$ cat config.mk
export PLATFORM = sky130hd
export DESIGN_NAME = mult_accumulate_stage
export DESIGN_NICKNAME = d
export VERILOG_FILES = /design/src/rtl/mac_pkg.sv /design/src/rtl/mac_valid_delay.sv /design/src/rtl/mult_accumulate_stage.sv
export SDC_FILE = /design/constraint.sdc
export NUM_CORES = 1
export LEC_CHECK = 0
export CAP_MARGIN = 0
export CORE_MARGIN = 5
export CORE_UTILIZATION = 51
export CTS_CLUSTER_SIZE = 16
export DETAILED_ROUTE_END_ITERATION = 7
export MAX_ROUTING_LAYER = met4
export PLACE_DENSITY = 0.87
export SLEW_MARGIN = 20
export SYNTH_ARGS = -nofsm -noshare
export SYNTH_HDL_FRONTEND = slang
export SYNTH_HIERARCHICAL = 1
export SYNTH_SLANG_ARGS = --single-unit
$ cat constraint.sdc
create_clock -name clk -period 5.3 [get_ports clk]
set_input_delay 1.59 -clock clk [delete_from_list [all_inputs] [get_ports clk]]
set_output_delay 1.59 -clock clk [all_outputs]
set_load 0.005 [all_outputs]
$ cat src/rtl/mac_pkg.sv
// Shared defaults and state encoding for the multiply-accumulate stage.
package mac_pkg;
  localparam int ACC_W_DEF = 72;
  localparam int CNT_W_DEF = 8;

  typedef enum logic [1:0] {ACCUM, DRAIN, HOLD} mac_state_t;
endpackage

$ cat src/rtl/mac_valid_delay.sv
// {valid,last} shift register that mirrors the multiplier latency so each
// product arrives together with the control bits of its operand pair.
module mac_valid_delay
  import mac_pkg::*;
#(
  parameter int DEPTH = 1
) (
  input  logic clk,
  input  logic rst,
  input  logic v,
  input  logic last,
  output logic tail_v,
  output logic tail_last
);

  generate
    if (DEPTH == 0) begin : g_pass
      assign tail_v    = v;
      assign tail_last = last;
    end else begin : g_shift
      logic [DEPTH-1:0] vld_p;
      logic [DEPTH-1:0] last_p;

      always_ff @(posedge clk) begin
        if (rst) begin
          vld_p  <= '0;
          last_p <= '0;
        end else begin
          vld_p[0]  <= v;
          last_p[0] <= last;
          for (int i = 1; i < DEPTH; i++) begin
            vld_p[i]  <= vld_p[i-1];
            last_p[i] <= last_p[i-1];
          end
        end
      end

      assign tail_v    = vld_p[DEPTH-1];
      assign tail_last = last_p[DEPTH-1];
    end
  endgenerate

endmodule

$ cat src/rtl/mult_accumulate_stage.sv
// Accumulates one block of multiplier products and hands the sum, product
// count and overflow flag to a valid/ready consumer.
module mult_accumulate_stage
  import mac_pkg::*;
#(
  parameter int MUL_LATENCY = 1,
  parameter int ACC_W       = ACC_W_DEF,
  parameter int CNT_W       = CNT_W_DEF
) (
  input  logic             clk,
  input  logic             rst,
  input  logic             in_valid,
  input  logic             in_last,
  output logic             in_ready,
  input  logic [63:0]      mul_p,
  output logic             out_valid,
  input  logic             out_ready,
  output logic [ACC_W-1:0] acc_out,
  output logic [CNT_W-1:0] out_count,
  output logic             out_ovf
);

  function automatic logic [CNT_W-1:0] sat_inc(input logic [CNT_W-1:0] c);
    return (c == {CNT_W{1'b1}}) ? c : c + CNT_W'(1);
  endfunction

  mac_state_t       state;
  logic             ready_q;
  logic [ACC_W-1:0] acc;
  logic [CNT_W-1:0] cnt;
  logic             ovf;
  logic             done_p1;
  logic             tail_v;
  logic             tail_last;
  logic [ACC_W:0]   sum_wide;

  assign in_ready = ready_q;

  // Stage 0 -> multiplier-latency tail
  mac_valid_delay #(.DEPTH(MUL_LATENCY)) u_delay (
    .clk       (clk),
    .rst       (rst),
    .v         (in_valid & ready_q),
    .last      (in_last),
    .tail_v    (tail_v),
    .tail_last (tail_last)
  );

  assign sum_wide = {1'b0, acc} + {{(ACC_W + 1 - 64){1'b0}}, mul_p};

  // Tail -> accumulator; done_p1 marks that the block's last product is in acc
  always_ff @(posedge clk) begin
    if (rst) begin
      state     <= ACCUM;
      ready_q   <= 1'b0;
      acc       <= '0;
      cnt       <= '0;
      ovf       <= 1'b0;
      done_p1   <= 1'b0;
      out_valid <= 1'b0;
      acc_out   <= '0;
      out_count <= '0;
      out_ovf   <= 1'b0;
    end else begin
      if (tail_v) begin
        acc <= sum_wide[ACC_W-1:0];
        ovf <= ovf | sum_wide[ACC_W];
        cnt <= sat_inc(cnt);
      end
      done_p1 <= tail_v & tail_last;

      unique case (state)
        ACCUM: begin
          if (in_valid && ready_q && in_last) begin
            state   <= DRAIN;
            ready_q <= 1'b0;
          end else begin
            ready_q <= 1'b1;
          end
        end
        DRAIN: begin
          if (done_p1) begin
            acc_out   <= acc;
            out_count <= cnt;
            out_ovf   <= ovf;
            out_valid <= 1'b1;
            state     <= HOLD;
          end
        end
        HOLD: begin
          if (out_ready) begin
            out_valid <= 1'b0;
            acc       <= '0;
            cnt       <= '0;
            ovf       <= 1'b0;
            ready_q   <= 1'b1;
            state     <= ACCUM;
          end
        end
        default: state <= ACCUM;
      endcase
    end
  end

endmodule

==> results of run 1 <==
[layout make-up]
type	count	area share (%)
multi-input combinational	1006	51.06
sequential	169	27.97
timing repair buffer	158	12.98
clock buffer	19	3.751
tap	265	2.738
clock inverter	13	1.013
inverter	15	0.4650
antenna	1	0.02067
[where the power goes]
part	switching [uW]	internal [uW]
combinational	270	197
clock	587	652
sequential	27.4	1290
total	884	2140
[per-layer routing]
layer	wire (um)	track usage (%)	share of wire (%)
met5	0	-	0
met4	969	10.76	3.5
met1	11770	31.95	43
met3	1845	5.196	6.7
met2	12810	41.14	47
[worst register-to-register path, stage by stage (launching register included)]
cell,delay [ps]
sky130_fd_sc_hd__dfxtp_1,330
sky130_fd_sc_hd__ha_1,210
sky130_fd_sc_hd__fa_1,400
sky130_fd_sc_hd__a21o_1,200
sky130_fd_sc_hd__a221o_2,420
sky130_fd_sc_hd__nand4_1,150
sky130_fd_sc_hd__nand4b_1,180
sky130_fd_sc_hd__a21oi_1,380
sky130_fd_sc_hd__o31ai_1,260
sky130_fd_sc_hd__a21oi_1,250
sky130_fd_sc_hd__xnor2_1,140
sky130_fd_sc_hd__mux2i_1,90
sky130_fd_sc_hd__nor2_1,100
[cells in the final DEF (no fill, tap or decap), drive strengths merged, types with 26 or more instances in the layout]
cell type / Yosys / final
nand2: 246 / 246
a21oi: 182 / 182
dfxtp: 169 / 169
clkdlybuf4s50: 0 / 150
nor2: 100 / 100
o21ai: 67 / 67
ha: 65 / 65
mux2i: 40 / 40
a21o: 38 / 38
xnor2: 31 / 31
xor2: 26 / 26
[flip-flops by register name, indices dropped and copies added, names as in the netlist]
| register | cells |
|---|---|
| acc | 72 |
| acc_out | 72 |
| cnt | 8 |
| done_p1 | 1 |
| in_ready | 1 |
| out_count | 8 |
| out_ovf | 1 |
| out_valid | 1 |
| ovf | 1 |
| state | 2 |
| u_delay/tail_last | 1 |
| u_delay/tail_v | 1 |
[path summary, 6_finish.rpt]
check,startpoint,endpoint,cells past startpoint
worst min register to register,u_delay/tail_last$_SDFF_PP0_,done_p1$_SDFF_PP0_,2
worst max register to register,acc[0]$_SDFF_PP0_,acc[46]$_SDFF_PP0_,12
worst max-delay path,mul_p[0],acc[46]$_SDFF_PP0_,13
worst min-delay path,u_delay/tail_last$_SDFF_PP0_,done_p1$_SDFF_PP0_,2
[cells by family after synthesis]
logic type	share of synthesized area [%]
flops	34.23
mux	4.278
compound gates	22.18
buf+inv	3.354
fa+ha+maj	8.430
xor+xnor	5.051
simple gates	22.48
[metrics by stage]
step                std cells  hold WS, ps
floorplan                1261        404.5
global placement         1613        409.6
detailed placement       1613        415.7
CTS                      1645        430.9
global route             1646        461.8
finish                   1646        425.9
==> impl_summary.md, run 1 <==
Clocking
TritonCTS created 17 clock buffers. Hold repair after CTS inserted 0 buffers. The clock reaches the later pin of the worst-skew pair after about 440 ps.

The cell chosen for the clock root is sky130_fd_sc_hd__clkbuf_16. After clock tree synthesis, the repair step resized 0 gates. In this run the deepest clock path goes through 2 buffers.

The CTS tree is done. The clock sink total is about 170. CTS built an H-tree with a depth of 4. The clock transition at the registers of the reported paths is 70 ps. In this run the post-CTS setup repair buffer count came out at 0.

Critical path
The nature of the critical path endpoint is a flop. Walking the worst path, the cells encountered are clkdlybuf4s50_1 > ha_1 > fa_1 > a21o_1 > a221o_2 > nand4_1 > nand4b_1 > a21oi_1 > o31ai_1 > a21oi_1 > xnor2_1 > mux2i_1 > nor2_1. STA classifies the critical path startpoint as a primary input. The setup slack of the worst register-to-register path is ~2200 ps.

The peak per-stage delay on the critical path is around 420 ps. Broken down by cell family, the worst path's largest delay share belongs to compound AO/OA/AOI/OAI gates. The signal arrival time at the worst endpoint is between 4000 and 5000 ps. STA puts the critical path data required time at about 5700 ps. The top fanout value on the critical path is 4. The count of buffering cells on the critical path with inverters included is 1.

On the critical path, the stage with the largest delay is an instance of sky130_fd_sc_hd__clkdlybuf4s50_1. The library cell appearing most often on the critical path is sky130_fd_sc_hd__a21oi_1. The worst setup path is of the in2reg kind.

Floorplanning
The top-level I/O count is 152. The width of the die is ~150 um. The y dimension of the die is ~150 um.

The number of placement rows is ~50. The effective utilization at floorplan is between 50% and 60%. The total area inside the core boundary comes to 19270 um2. The floorplan step defined a die boundary enclosing roughly 22000 um2.

STA
The worst-case headroom to the max-slew limit is roughly 28%. The top achievable clock speed is approximately 230 MHz. The worst-case clock skew is roughly 12 ps. The measured slew at the worst slew-check pin is roughly 1100 ps. The final critical path time including I/O delays and setup is about 4400 ps.

The number of pins exceeding their max-slew limit in the final report is 0. The total setup violations reported at the end of the flow is 0. The number of hold violations in the final report was 0. The slack of the critical path is 872.9 ps.

The final critical path takes up about 84% of the cycle. After routing, the total negative slack on setup checks comes to 0 ps. Setup repair after global routing left no endpoint under its margin.

Yosys
The mean area per synthesized cell is around 8 um2. After synthesis, the cell types taking the most area are sky130_fd_sc_hd__dfxtp_1 34%, sky130_fd_sc_hd__nand2_1 9.3%, sky130_fd_sc_hd__a21oi_1 9.2%. The number of nets handed over by synthesis was approximately 1400. The number of enable-type register cells in the synthesized netlist is 0. In this run the cell area of the synthesized design comes to ~9900 um2. Synthesis handed over a netlist of about 1300 instances.

Sequential elements use about a third of the synthesized area. By count the netlist is led by 245 x sky130_fd_sc_hd__nand2_1, 181 x sky130_fd_sc_hd__a21oi_1, 169 x sky130_fd_sc_hd__dfxtp_1. The most used flip-flop cell after synthesis is sky130_fd_sc_hd__dfxtp_1. After synthesis, the share of flip-flops with an asynchronous set or reset is 0%. The top-area cell type share of the netlist area is roughly 34%. In this run, synthesis produced a sequential element count of around 170. The largest total area in the synthesized netlist belongs to sky130_fd_sc_hd__dfxtp_1. The count of different cell masters after synthesis is 70. The cell with the most instances after synthesis is sky130_fd_sc_hd__nand2_1. The Yosys step of the flow raised 6 warnings.

Final layout
The share of layout cells above drive strength 1 is 4.855%. The core occupancy in the finished layout is around 63%. The final layout net count is 1502. In the final layout, the multi-input gates occupy roughly 6200 um2. The area overhead of the layout relative to synthesis is 22.49%. The sequential cells in the finished layout cover a total of 3387 um2.

After routing the design area is between 10000 and 15000 um2. The filler cell count is roughly 1700.

Global routing
Global routing used ~26% of the available tracks across all layers. The first global-routing pass estimated 45950 um of wire. The number of antenna violations at the first check in global routing came to 1. The number of global-route vias before repair was between 9000 and 10000. Entering global routing, the biggest net connects 89 pins.

After global routing the overflow that remains totals 0.

Drt
The first-pass iteration count of the detailed router is 5. After detailed routing, the number of remaining DRC violations is 0. Once detail routing completed, the nets flagged for antenna violations numbered 0.

The via density per instance is 5.789. The average wire per standard cell is 16.64 um. The routed design has between 20000 and 30000 um of wire.

The total via count after detailed routing is around 9500. The detailed router finished its first iteration with between 700 and 800 violations.

Min path
The path type of the worst min-delay path is reg2reg.

Pwr
The static leakage is 0.004599 uW. The overall power consumption is roughly 3000 uW. VDD sags by at most around 0.24 mV. Dividing total power by cell area gives a power density of ~250 nW/um2.

Outcome
The flow ran to the end, and the final reports show no timing, DRC or antenna violations.

Place
The post-placement cell area is roughly 12000 um2. The pre-CTS setup slack is 493.1 ps. The weighted congestion at the end of routability-driven global placement is slightly below 1. The count of input and output buffers is about 150. The HPWL after detailed placement is ~20000 um.

Job
The max-capacitance violation count is 0.
No activity file was read; power rests on OpenSTA's default activity.
==> inputs of run 2 (changes only) <==
==> constraint.sdc (replaced) <==
create_clock -name clk -period 4.4 [get_ports clk]
set_input_delay 1.32 -clock clk [delete_from_list [all_inputs] [get_ports clk]]
set_output_delay 1.32 -clock clk [all_outputs]
set_load 0.005 [all_outputs]
==> run 2 against run 1 <==
Net effect:
- sequential cell count did not move
- sequential power rose by 20%
- clock-buffer cell count is 1 lower
- clock power grew 26%
- design area increased by 3.7%
- combinational power grew 31%
==> impl_summary.md, run 2 (synthesis results as in run 1) <==
Outcome
The flow ran to the end, and the final reports show no timing, DRC or antenna violations.

Clocking
The post-CTS resize count is 0 (unchanged). The maximum level of the CTS H-tree is 4 (unchanged). The clock insertion delay at the later pin of the skew report is 440 ps (about the same). The largest buffer count on any clock path came to 2 (unchanged). The number of buffers created by CTS came to 17 (unchanged).

The clock sink total was 169 (unchanged). The total setup buffers inserted after CTS is 0 (unchanged). The clock transition at the registers of the reported paths is 70 ps (about the same). The hold buffer count at CTS is 0 (unchanged). The CTS tree is done. CTS placed an instance of sky130_fd_sc_hd__clkbuf_16 at the clock tree root.

STA
The routed design could run at a clock period as short as approximately 4100 ps. Setup repair after global routing left no endpoint under its margin. The number of hold violations in the final report is 0 (unchanged). The total setup violations reported at the end of the flow is 0 (unchanged).

The number of pins exceeding their max-slew limit in the final report came to 0 (unchanged). The worst-case headroom to the max-slew limit is 45.73% (+18 points). Derived from the worst setup path, the maximum achievable clock frequency is 244.5 MHz. The worst-case clock skew is 9.160 ps (-3.133 ps). The setup TNS is 0 ps (unchanged). The worst hold-check slack is 424.1 ps (-1.778 ps).

The measured slew at the worst slew-check pin is 812.2 ps (-271.2 ps). Dividing the final minimum period by the clock period gives between 90 and 100%.

Floorplanning
The area inside the core boundary is 19270 um2 (unchanged). The effective utilization at floorplan is 51.29% (unchanged). The top-level I/O count was 152 (unchanged). The area of the die is 22270 um2 (unchanged). The width of the die was 149.2 um (unchanged). The number of placement rows came to 51 (unchanged).

The y dimension of the die came to 149.2 um (unchanged).

Critical path
The setup slack of the worst register-to-register path is 1300 ps (-850 ps). The top fanout value on the critical path came to 4 (unchanged). The nature of the critical path endpoint is a flop. The signal arrival time at the worst endpoint is 4420 ps (-380 ps). The setup path with the least slack is of type in2reg.

Among all stages on the critical path, the largest delay is contributed by sky130_fd_sc_hd__a2111oi_4. The required time of the worst setup path is 4720 ps (-950 ps). The library cell appearing most often on the critical path is sky130_fd_sc_hd__a2111oi_4. The signal on the critical path passes through clkdlybuf4s50_1 > ha_1 > buf_4 > and3_1 > a221o_2 > nand2_2 > a2111oi_4 > o21ai_2 > a2111oi_4 > nor2_1 > nor3b_2 > mux2i_1 > nand2_1.

The family with the most delay on the worst path is compound AO/OA/AOI/OAI gates. The count of buffering cells on the critical path with inverters included is 2 (+1). The worst reg2reg path endpoint is acc[34]$_SDFF_PP0_. The worst setup path is launched from a primary input. The peak per-stage delay on the critical path is 460 ps (+40 ps). In this run the critical register-to-register path is launched from acc[0]$_SDFF_PP0_. The cell count of the worst reg-to-reg path is 12 (unchanged).

Global routing
The first-pass GRT wire length is 46130 um (+0.37%). The global routing usage summed across all routing layers is 25.97% (+0.20 points). The number of global-route vias before repair is 9607 (+1.8%). The sum of overflow across all layers after global routing is 0 (unchanged).

The number of antenna violations at the first check in global routing came to 1 (unchanged). The maximum number of pins on one net before global-route repair was 77 (-13%).

Drt
The total via count after detailed routing is 9770 (+2.5%). The via density per instance is 5.737 (-0.89%). The met3 wire length is 1701 um (-7.8%). The average wire per standard cell is 16.63 um (about the same). The antenna violation net count after detailed routing was 0 (unchanged). The met2 layer wire length in the routed design is 13510 um (+5.5%). The first-pass iteration count of the detailed router is 6 (+1). The detailed-route DRC error count is 0 (unchanged). The first-iteration detailed-routing DRC count is 724 (+1.8%). The top routing layer in use is met4. The sum of routed wire segments on met1 is 12430 um (+5.6%). The wire length reported by the detailed router is 28330 um (+3.4%).

Place
The weighted congestion at the end of routability-driven global placement is 0.9592 (-0.83%). The HPWL after detailed placement is 20910 um (+4.9%). The count of input and output buffers was 151 (unchanged). The cell count after placement is 1670 (+3.5%).

Pwr
The power density of the placed cells is 299.3 nW/um2 (+20%). The static leakage is 0.004888 uW (+6.3%). The worst-case vdd ir drop is 0.2799 mV (+19%).

Final layout
The core occupancy in the finished layout is 65.17% (+2.3 points). The largest registers in the layout are acc (72), acc_out (72). The most frequent standard cell in the layout excluding fill and tap cells is sky130_fd_sc_hd__nand2_1.

The area overhead of the layout relative to synthesis is 27.06%. The final standard cell count with taps included and fillers excluded was 1703 (+3.5%). The filler cell count is 1659 (-0.30%). The share of layout cells above drive strength 1 is 8.699% (+3.8 points). The final layout net count is 1559 (+3.8%).

Leaving out fill and tap cells, the most frequent cells in the layout are 245 x sky130_fd_sc_hd__nand2_1, 180 x sky130_fd_sc_hd__a21oi_1, 168 x sky130_fd_sc_hd__dfxtp_1.

Min path
The path type of the worst min-delay path is reg2reg. The cell depth of the worst hold path is 2 (unchanged). The worst hold path startpoint is u_delay/tail_last$_SDFF_PP0_. The endpoint with the worst hold slack is done_p1$_SDFF_PP0_.

Job
The max-capacitance violation count was 0 (unchanged).
## run 2: changes by cell type in the layout (fill, tap and decap cells not counted)
| cell | delta |
|---|---|
| sky130_fd_sc_hd__clkinv_4 | +2 |
| sky130_fd_sc_hd__bufinv_16 | +1 |
| sky130_fd_sc_hd__clkbuf_8 | +1 |
| sky130_fd_sc_hd__clkinv_8 | +3 |
| sky130_fd_sc_hd__buf_4 | +58 |
| sky130_fd_sc_hd__clkbuf_16 | -1 |
| sky130_fd_sc_hd__inv_8 | -2 |
| sky130_fd_sc_hd__buf_12 | -1 |
| sky130_fd_sc_hd__clkinvlp_4 | -3 |
| sky130_fd_sc_hd__clkbuf_1 | -1 |
## run 2: through the flow
stage / area [um2] / setup WS, ps / total power, uW
CTS: 12560 / 332.2 / 3761
detailed placement: 11940 / -54.19 / 2221
floorplan: 9884 / 537.1 / 1999
finish: 12560 / 309.4 / 3759
global route: 12560 / 172.4 / 3909
global placement: 11940 / -6.004 / 2208
## run 2: tightest hold or removal path, stage by stage (launching register included)
cell and delay (ps):
sky130_fd_sc_hd__dfxtp_1 300, sky130_fd_sc_hd__nand2_1 50, sky130_fd_sc_hd__nor2_1 30
## run 2: how the worst max path moves through the flow
stage / from / endpoint / slack, ps / cells past startpoint
2_1_floorplan: mul_p[0] / acc[64]$_SDFF_PP0_ / 540 / 12
3_3_place_gp: mul_p[0] / ovf$_SDFF_PP0_ / -6 / 15
3_5_place_dp: mul_p[0] / ovf$_SDFF_PP0_ / -50 / 15
4_1_cts: mul_p[4] / acc[56]$_SDFF_PP0_ / 330 / 13
5_1_grt: mul_p[16] / acc[71]$_SDFF_PP0_ / 170 / 12
6_report: mul_p[4] / acc[56]$_SDFF_PP0_ / 310 / 13
## run 2: layout make-up
class,count,area (um2),share of cell area (%)
Clock inverter,14,173.9,1.385
Antenna cell,1,2.502,0.01992
Clock buffer,18,439.2,3.497
Multi-Input combinational cell,1006,6182,49.22
Tap cell,265,331.6,2.640
Inverter,15,56.30,0.4483
Timing Repair Buffer,215,1987,15.82
Sequential cell,169,3387,26.97
## run 2: metal layers
| layer | global-route usage (%) | vias to the layer above |
|---|---|---|
| li1 | - | 4750 |
| met1 | 32.44 | 4610 |
| met2 | 42.97 | 344 |
| met3 | 4.679 | 66 |
| met4 | 8.009 | 0 |
| met5 | - | - |
## run 2: power breakdown
group,internal [uW],leakage [uW],switching (uW)
sequential,1560,0.00137,34.1
combinational,275,0.00322,336
clock,831,0.000301,726
==> inputs of run 3 (changes only) <==
--- a/config.mk
+++ b/config.mk
@@ -12,7 +12,7 @@
 export DETAILED_ROUTE_END_ITERATION = 7
 export MAX_ROUTING_LAYER = met4
 export PLACE_DENSITY = 0.87
-export SLEW_MARGIN = 20
+export SLEW_MARGIN = 15
 export SYNTH_ARGS = -nofsm -noshare
 export SYNTH_HDL_FRONTEND = slang
 export SYNTH_HIERARCHICAL = 1
==> results of run 3 <==
The final DEF is identical to that of run 2; final timing and power are the same.
